$ cat src/rtl/writeback_scoreboard_if.sv
// Purpose : Valid/ready handshake bundle between a long-latency unit
//           (divider, FPU) and the write-back scoreboard.
// Signals : mc_valid  - result valid from the long-latency unit
//           mc_rd     - destination register of the result
//           mc_data   - result data
//           mc_ready  - scoreboard can accept a result this cycle
// Modports: master = long-latency unit, slave = writeback_scoreboard
interface writeback_scoreboard_if #(
    parameter int ADDR_WIDTH = 6,
    parameter int DATA_WIDTH = 32
);
    logic                  mc_valid;
    logic [ADDR_WIDTH-1:0] mc_rd;
    logic [DATA_WIDTH-1:0] mc_data;
    logic                  mc_ready;

    modport master (
        output mc_valid,
        output mc_rd,
        output mc_data,
        input  mc_ready
    );

    modport slave (
        input  mc_valid,
        input  mc_rd,
        input  mc_data,
        output mc_ready
    );
endinterface

$ cat src/rtl/writeback_scoreboard.sv
// Purpose : Owns the register-file write port. Merges single-cycle pipeline
//           write-backs with long-latency results, keeps a busy bit per
//           register for outstanding long-latency writes and raises a
//           RAW/WAW stall request towards ID.
// Ports   : clk, reset             - clock, synchronous active-high reset
//           rs1/rs2/rs3_rena_ID,
//           rs1/rs2/rs3_addr_ID    - ID source operand reads
//           rd_wena_ID, rd_addr_ID - ID destination write
//           issue_valid, issue_rd  - long-latency op issued; rd becomes busy
//           rd_wena_WB, rd_addr_WB,
//           rd_data_WB             - pipeline write-back (never stalled)
//           mc_if                  - long-latency result handshake (slave)
//           rf_wena/rf_waddr/
//           rf_wdata               - registered register-file write port
//           hazard_ID              - ID must stall
module writeback_scoreboard #(
    parameter int ADDR_WIDTH = 6,
    parameter int DATA_WIDTH = 32
) (
    input  logic                  clk,
    input  logic                  reset,
    input  logic                  rs1_rena_ID,
    input  logic [ADDR_WIDTH-1:0] rs1_addr_ID,
    input  logic                  rs2_rena_ID,
    input  logic [ADDR_WIDTH-1:0] rs2_addr_ID,
    input  logic                  rs3_rena_ID,
    input  logic [ADDR_WIDTH-1:0] rs3_addr_ID,
    input  logic                  rd_wena_ID,
    input  logic [ADDR_WIDTH-1:0] rd_addr_ID,
    input  logic                  issue_valid,
    input  logic [ADDR_WIDTH-1:0] issue_rd,
    input  logic                  rd_wena_WB,
    input  logic [ADDR_WIDTH-1:0] rd_addr_WB,
    input  logic [DATA_WIDTH-1:0] rd_data_WB,
    writeback_scoreboard_if.slave mc_if,
    output logic                  rf_wena,
    output logic [ADDR_WIDTH-1:0] rf_waddr,
    output logic [DATA_WIDTH-1:0] rf_wdata,
    output logic                  hazard_ID
);

    localparam int NUM_REGS = 1 << ADDR_WIDTH;

    logic [NUM_REGS-1:0]   busy_q,     busy_d;
    logic                  buf_full_q, buf_full_d;
    logic [ADDR_WIDTH-1:0] buf_rd_q,   buf_rd_d;
    logic [DATA_WIDTH-1:0] buf_data_q, buf_data_d;
    logic                  rf_wena_q,  rf_wena_d;
    logic [ADDR_WIDTH-1:0] rf_waddr_q, rf_waddr_d;
    logic [DATA_WIDTH-1:0] rf_wdata_q, rf_wdata_d;
    logic                  mc_accept;

    // The buffer is only one deep, so a new result can never be accepted
    // while an older one is still waiting for the write port.
    assign mc_if.mc_ready = !buf_full_q;
    assign mc_accept      = mc_if.mc_valid && !buf_full_q;

    assign rf_wena  = rf_wena_q;
    assign rf_waddr = rf_waddr_q;
    assign rf_wdata = rf_wdata_q;

    // x0 is hardwired, so it never stalls even if its busy bit were set.
    always_comb begin
        hazard_ID = (rs1_rena_ID && (rs1_addr_ID != '0) && busy_q[rs1_addr_ID])
                 || (rs2_rena_ID && (rs2_addr_ID != '0) && busy_q[rs2_addr_ID])
                 || (rs3_rena_ID && (rs3_addr_ID != '0) && busy_q[rs3_addr_ID])
                 || (rd_wena_ID  && (rd_addr_ID  != '0) && busy_q[rd_addr_ID]);
    end

    // Write-port arbitration: pipeline write-back first, then the buffered
    // long-latency result, then a freshly accepted one. A busy bit clears
    // only when its result actually wins the port, so readers keep stalling
    // while the result sits in the buffer. The issue set is applied last so
    // it overrides a clear of the same register in the same cycle.
    always_comb begin
        busy_d     = busy_q;
        buf_full_d = buf_full_q;
        buf_rd_d   = buf_rd_q;
        buf_data_d = buf_data_q;
        rf_wena_d  = 1'b0;
        rf_waddr_d = rf_waddr_q;
        rf_wdata_d = rf_wdata_q;

        if (rd_wena_WB) begin
            rf_wena_d  = 1'b1;
            rf_waddr_d = rd_addr_WB;
            rf_wdata_d = rd_data_WB;
            if (mc_accept) begin
                buf_full_d = 1'b1;
                buf_rd_d   = mc_if.mc_rd;
                buf_data_d = mc_if.mc_data;
            end
        end else if (buf_full_q) begin
            rf_wena_d        = 1'b1;
            rf_waddr_d       = buf_rd_q;
            rf_wdata_d       = buf_data_q;
            buf_full_d       = 1'b0;
            busy_d[buf_rd_q] = 1'b0;
        end else if (mc_accept) begin
            rf_wena_d            = 1'b1;
            rf_waddr_d           = mc_if.mc_rd;
            rf_wdata_d           = mc_if.mc_data;
            busy_d[mc_if.mc_rd]  = 1'b0;
        end

        if (issue_valid && (issue_rd != '0)) begin
            busy_d[issue_rd] = 1'b1;
        end
    end

    // State register; reset drops any buffered result and all busy bits.
    always_ff @(posedge clk) begin
        if (reset) begin
            busy_q     <= '0;
            buf_full_q <= 1'b0;
            buf_rd_q   <= '0;
            buf_data_q <= '0;
            rf_wena_q  <= 1'b0;
            rf_waddr_q <= '0;
            rf_wdata_q <= '0;
        end else begin
            busy_q     <= busy_d;
            buf_full_q <= buf_full_d;
            buf_rd_q   <= buf_rd_d;
            buf_data_q <= buf_data_d;
            rf_wena_q  <= rf_wena_d;
            rf_waddr_q <= rf_waddr_d;
            rf_wdata_q <= rf_wdata_d;
        end
    end

endmodule

$ cat src/flat_wrapper.sv
// flat-port wrapper written by rule: the top's interface ports become plain ports
module writeback_scoreboard_flat 
#(
    parameter int ADDR_WIDTH = 6,
    parameter int DATA_WIDTH = 32
)
  (clk, reset, rs1_rena_ID, rs1_addr_ID, rs2_rena_ID, rs2_addr_ID, rs3_rena_ID, rs3_addr_ID, rd_wena_ID, rd_addr_ID, issue_valid, issue_rd, rd_wena_WB, rd_addr_WB, rd_data_WB, rf_wena, rf_waddr, rf_wdata, hazard_ID, mc_if_mc_valid, mc_if_mc_rd, mc_if_mc_data, mc_if_mc_ready);
  writeback_scoreboard_if #(.ADDR_WIDTH(ADDR_WIDTH), .DATA_WIDTH(DATA_WIDTH)) mc_if_i ();
  input  logic clk;
  input  logic reset;
  input  logic rs1_rena_ID;
  input  logic [ADDR_WIDTH-1:0] rs1_addr_ID;
  input  logic rs2_rena_ID;
  input  logic [ADDR_WIDTH-1:0] rs2_addr_ID;
  input  logic rs3_rena_ID;
  input  logic [ADDR_WIDTH-1:0] rs3_addr_ID;
  input  logic rd_wena_ID;
  input  logic [ADDR_WIDTH-1:0] rd_addr_ID;
  input  logic issue_valid;
  input  logic [ADDR_WIDTH-1:0] issue_rd;
  input  logic rd_wena_WB;
  input  logic [ADDR_WIDTH-1:0] rd_addr_WB;
  input  logic [DATA_WIDTH-1:0] rd_data_WB;
  output logic rf_wena;
  output logic [ADDR_WIDTH-1:0] rf_waddr;
  output logic [DATA_WIDTH-1:0] rf_wdata;
  output logic hazard_ID;
  input wire logic [$bits(mc_if_i.mc_valid)-1:0] mc_if_mc_valid;
  input wire logic [$bits(mc_if_i.mc_rd)-1:0] mc_if_mc_rd;
  input wire logic [$bits(mc_if_i.mc_data)-1:0] mc_if_mc_data;
  output wire logic [$bits(mc_if_i.mc_ready)-1:0] mc_if_mc_ready;
  assign mc_if_i.mc_valid = mc_if_mc_valid;
  assign mc_if_i.mc_rd = mc_if_mc_rd;
  assign mc_if_i.mc_data = mc_if_mc_data;
  assign mc_if_mc_ready = mc_if_i.mc_ready;
  writeback_scoreboard #(.ADDR_WIDTH(ADDR_WIDTH), .DATA_WIDTH(DATA_WIDTH)) u_core (.clk(clk), .reset(reset), .rs1_rena_ID(rs1_rena_ID), .rs1_addr_ID(rs1_addr_ID), .rs2_rena_ID(rs2_rena_ID), .rs2_addr_ID(rs2_addr_ID), .rs3_rena_ID(rs3_rena_ID), .rs3_addr_ID(rs3_addr_ID), .rd_wena_ID(rd_wena_ID), .rd_addr_ID(rd_addr_ID), .issue_valid(issue_valid), .issue_rd(issue_rd), .rd_wena_WB(rd_wena_WB), .rd_addr_WB(rd_addr_WB), .rd_data_WB(rd_data_WB), .mc_if(mc_if_i), .rf_wena(rf_wena), .rf_waddr(rf_waddr), .rf_wdata(rf_wdata), .hazard_ID(hazard_ID));
endmodule
$ cat config.mk
export PLATFORM = sky130hd
export DESIGN_NAME = writeback_scoreboard_flat
export DESIGN_NICKNAME = d
export VERILOG_FILES = /design/src/rtl/writeback_scoreboard_if.sv /design/src/rtl/writeback_scoreboard.sv /design/src/flat_wrapper.sv
export SDC_FILE = /design/constraint.sdc
export NUM_CORES = 1
export LEC_CHECK = 0
export BUFFER_PORTS_ARGS = -buffer_cell sky130_fd_sc_hd__buf_2
export CORE_MARGIN = 8
export CORE_UTILIZATION = 60
export CTS_BUF_LIST = sky130_fd_sc_hd__clkbuf_4 sky130_fd_sc_hd__clkbuf_8
export DETAILED_ROUTE_END_ITERATION = 16
export HOLD_SLACK_MARGIN = 0.08
export PLACE_DENSITY = 0.85
export SLEW_MARGIN = 25
export SYNTH_ARGS = -nofsm -noshare
export SYNTH_HDL_FRONTEND = slang
export SYNTH_SLANG_ARGS = --single-unit
$ cat constraint.sdc
create_clock -name clk -period 4.12 [get_ports clk]
set_input_delay 0.824 -clock clk [delete_from_list [all_inputs] [get_ports clk]]
set_output_delay 0.824 -clock clk [all_outputs]
set_load 0.005 [all_outputs]
==> flow_metrics.env <==
export IMPL_status="finished clean"
export IMPL_yosysWarnings=0
export IMPL_fin_setup_tns_ns=0
export IMPL_synth_area_leader_cell="dfxtp_1"
export IMPL_finalHoldViolCount=0
export IMPL_cts_resized=0
export IMPL_reg2regPathDepth=5
export IMPL_crit_path_start_kind="primary input"
export IMPL_path_max_fanout=16
export IMPL_grt_total_usage_pct=28.09
export IMPL_p_clk_share_pct=37.6
export IMPL_switching_share_pct=27.51
export IMPL_arrival_ns=2.84
export IMPL_drive_gt1_share_pct=21.90
export IMPL_post_cts_setup_buffer_count=0
export IMPL_fill_cells=1188
export IMPL_drtAntennaViolNets=0
export IMPL_p_comb_share_pct=15.5
export IMPL_cts_tree="built"
export IMPL_finalPower_mw=3.121
export IMPL_fin_crit_sh_pct=89.00
export IMPL_ios=156
export IMPL_areaGrowthSynthToFinish_pct=13.47
export IMPL_cp_required_ns=3.30
export IMPL_wirelength_um=28200
export IMPL_drv_slew=0
export IMPL_ys_top_cells_by_area="dfxtp_1 32%, mux4_2 11%, a21oi_1 10%"
export IMPL_synth_edf_count=0
export IMPL_insertion_delay_ns=0.45
export IMPL_syn_area_um2=8946
export IMPL_cts_max_level=4
export IMPL_hold_class="flop to flop"
export IMPL_p_seq_share_pct=46.9
export IMPL_cap_violations=0
export IMPL_antenna_cells=0
export IMPL_overflow=0
export IMPL_synth_ff_type="dfxtp_1"
export IMPL_critical_path_class="primary input to output pin"
export IMPL_gp_congestion=0.9662
export IMPL_grt_first_pass_wirelength_um=45630
export IMPL_drt_pass1_iterations=5
export IMPL_holdPathStages=2
export IMPL_worstHoldStart="u_core.buf_data_q[18]"
export IMPL_ys_ff_latch=142
export IMPL_clk_pin_slew_ns=0.08
export IMPL_syn_nets=1228
export IMPL_rrSetupSlack_ns=1.36
export IMPL_synth_seq_area_share_pct=31.78
export IMPL_vias_per_cell=6.540
export IMPL_row_count=44
export IMPL_die_h_um=138.1
export IMPL_endpoint_kind="output pin"
export IMPL_num_vias=9176
export IMPL_io_buffer_count=155
export IMPL_antenna_found_initial=0
export IMPL_die_area_um2=19070
export IMPL_netlist_instances=1113
export IMPL_synth_avg_cell_area_um2=8.038
export IMPL_holdPathEnd="u_core.buf_data_q[18]"
export IMPL_worst_r2r_endpoint="u_core.busy_q[8]"
export IMPL_drcViolationCount=0
export IMPL_cts_sinks=142
export IMPL_wl_per_cell_um=20.10
export IMPL_initial_core_util_pct=61.55
export IMPL_grt_max_degree=92
export IMPL_p_per_area_nw_per_um2=307.5
export IMPL_p_int_mw=2.263
export IMPL_slew_headroom_pct=26.82
export IMPL_synth_top_cell_area_share_pct=31.78
export IMPL_grt_pass1_vias=8953
export IMPL_drtIter0Drc=1036
export IMPL_synth_distinct_cells=51
export IMPL_rsz0062_at_grt="no"
export IMPL_finalCriticalPeriod_ns=3.667
export IMPL_hpwl_um=20580
export IMPL_p_leak_nw=3.793
export IMPL_synth_most_common_cell="a21oi_1"
export IMPL_fin_util_pct=69.84
export IMPL_p_switching_mw=0.8585
export IMPL_synthTopCellsByCount="181 x a21oi_1, 162 x nand2_1, 145 x nor2_1"
export IMPL_max_slew_worst_pin_slew_ns=1.089
export IMPL_cts_buffer_depth=2
export IMPL_clock_root_buffer="clkbuf_8"
export IMPL_fin_skew_ns=0.007891
export IMPL_peakVddDrop_uv=394.9
export IMPL_rr_startpoint="u_core.buf_full_q"
export IMPL_core_um2=14530
export IMPL_async_flop_share_pct=0
export IMPL_finalNetCount=1322
export IMPL_max_freq_mhz=272.7
export IMPL_hold_buffers=0
export IMPL_die_x_um=138.1
export IMPL_finalSetupViolCount=0
export IMPL_numCtsBuffers=17
[worst max-delay path, cell delays in order]
cell      delay (ns)
buf_2           0.34
mux4_2          0.55
nor2b_1         0.14
a211oi_1        0.39
a21oi_1         0.08
a41oi_1         0.25
nand4_1         0.11
buf_2           0.15
[logic make-up (layout without fill, tap and decap cells)]
group | count (synthesis) | in the layout | share of synthesized area [%]
AOI/OAI and AO/OA | 342 | 342 | 21.97
buffers and inverters | 102 | 208 | 4.797
DFF | 142 | 142 | 31.78
muxes | 126 | 126 | 21.64
and+or+nand+nor | 401 | 401 | 19.82
[flip-flops by register name, summed over array words and instances, names as in the netlist]
name	flops
u_core.busy_q	64
u_core.rf_wena	1
u_core.buf_data_q	32
u_core.rf_waddr	6
u_core.rf_wdata	32
u_core.buf_rd_q	6
u_core.buf_full_q	1
[worst max-delay path by stage]
stage,startpoint,to,slack [ns],cells after the start
after floorplan,rd_addr_ID[1],hazard_ID,0.78,8
after global placement,rs3_addr_ID[1],hazard_ID,0.50,8
after detailed placement,rd_addr_ID[0],hazard_ID,0.46,7
after CTS,rd_addr_ID[0],hazard_ID,0.46,7
after global routing,rs1_addr_ID[0],hazard_ID,0.32,9
final,rs3_addr_ID[0],hazard_ID,0.45,8
[metal layers]
metal	wire, µm	track usage [%]	vias to the layer above	share of wire [%]
met2	13050	44.20	590	46
met5	0	0	-	0
li1	-	-	4240	-
met4	774	10.70	0	2.7
met3	3505	8.904	81	12
met1	10880	35.24	4265	39
[per-stage QoR]
step | worst slack [ns] | std cells | cell area (µm²) | hold WS [ns]
5_1_grt | 0.3202 | 1403 | 10150 | 0.4729
4_1_cts | 0.4616 | 1403 | 10120 | 0.4586
3_3_place_gp | 0.5024 | 1372 | 9692 | 0.4411
2_1_floorplan | 0.7820 | 1113 | 8946 | 0.4360
3_5_place_dp | 0.4606 | 1372 | 9702 | 0.4476
6_report | 0.4530 | 1403 | 10150 | 0.4567
[area by class of cell]
type                    instances  area (µm²)  share of cell area, %
clock buffers                  21       282.8                  2.786
clock inverters                10       136.4                  1.344
inverters                       7       26.28                 0.2588
multi-input cells             869        5725                  56.40
flip-flops and latches        142        2844                  28.02
well taps                     184       230.2                  2.268
repair buffers                170       905.9                  8.924
[power by group through the flow]
stage               combinational (mW)  clock (mW)  sequential, mW
floorplan                        0.319           0            1.48
global placement                 0.466           0            1.49
detailed placement               0.476           0            1.49
CTS                              0.478        1.18            1.46
global route                     0.535        1.24            1.47
finish                           0.484        1.17            1.46
[cell usage in the layout, fill, tap and decap left out, drive strengths merged, types with 3 or more instances in the layout]
cell type / count
or3b: 3
nand3b: 7
mux2i: 70
clkbuf: 21
nor2: 145
nand2b: 7
a211oi: 6
nand2: 162
mux4: 51
nor3b: 12
nor3: 14
a311oi: 3
a21oi: 181
dfxtp: 142
and3: 5
buf: 170
o21ai: 68
nor2b: 7
a221oi: 3
bufinv: 3
nand3: 14
a22oi: 64
and3b: 5
inv: 8
clkinv: 6
nand4: 7
nor4: 5
mux2: 5
(Power assumes the default switching activity.)
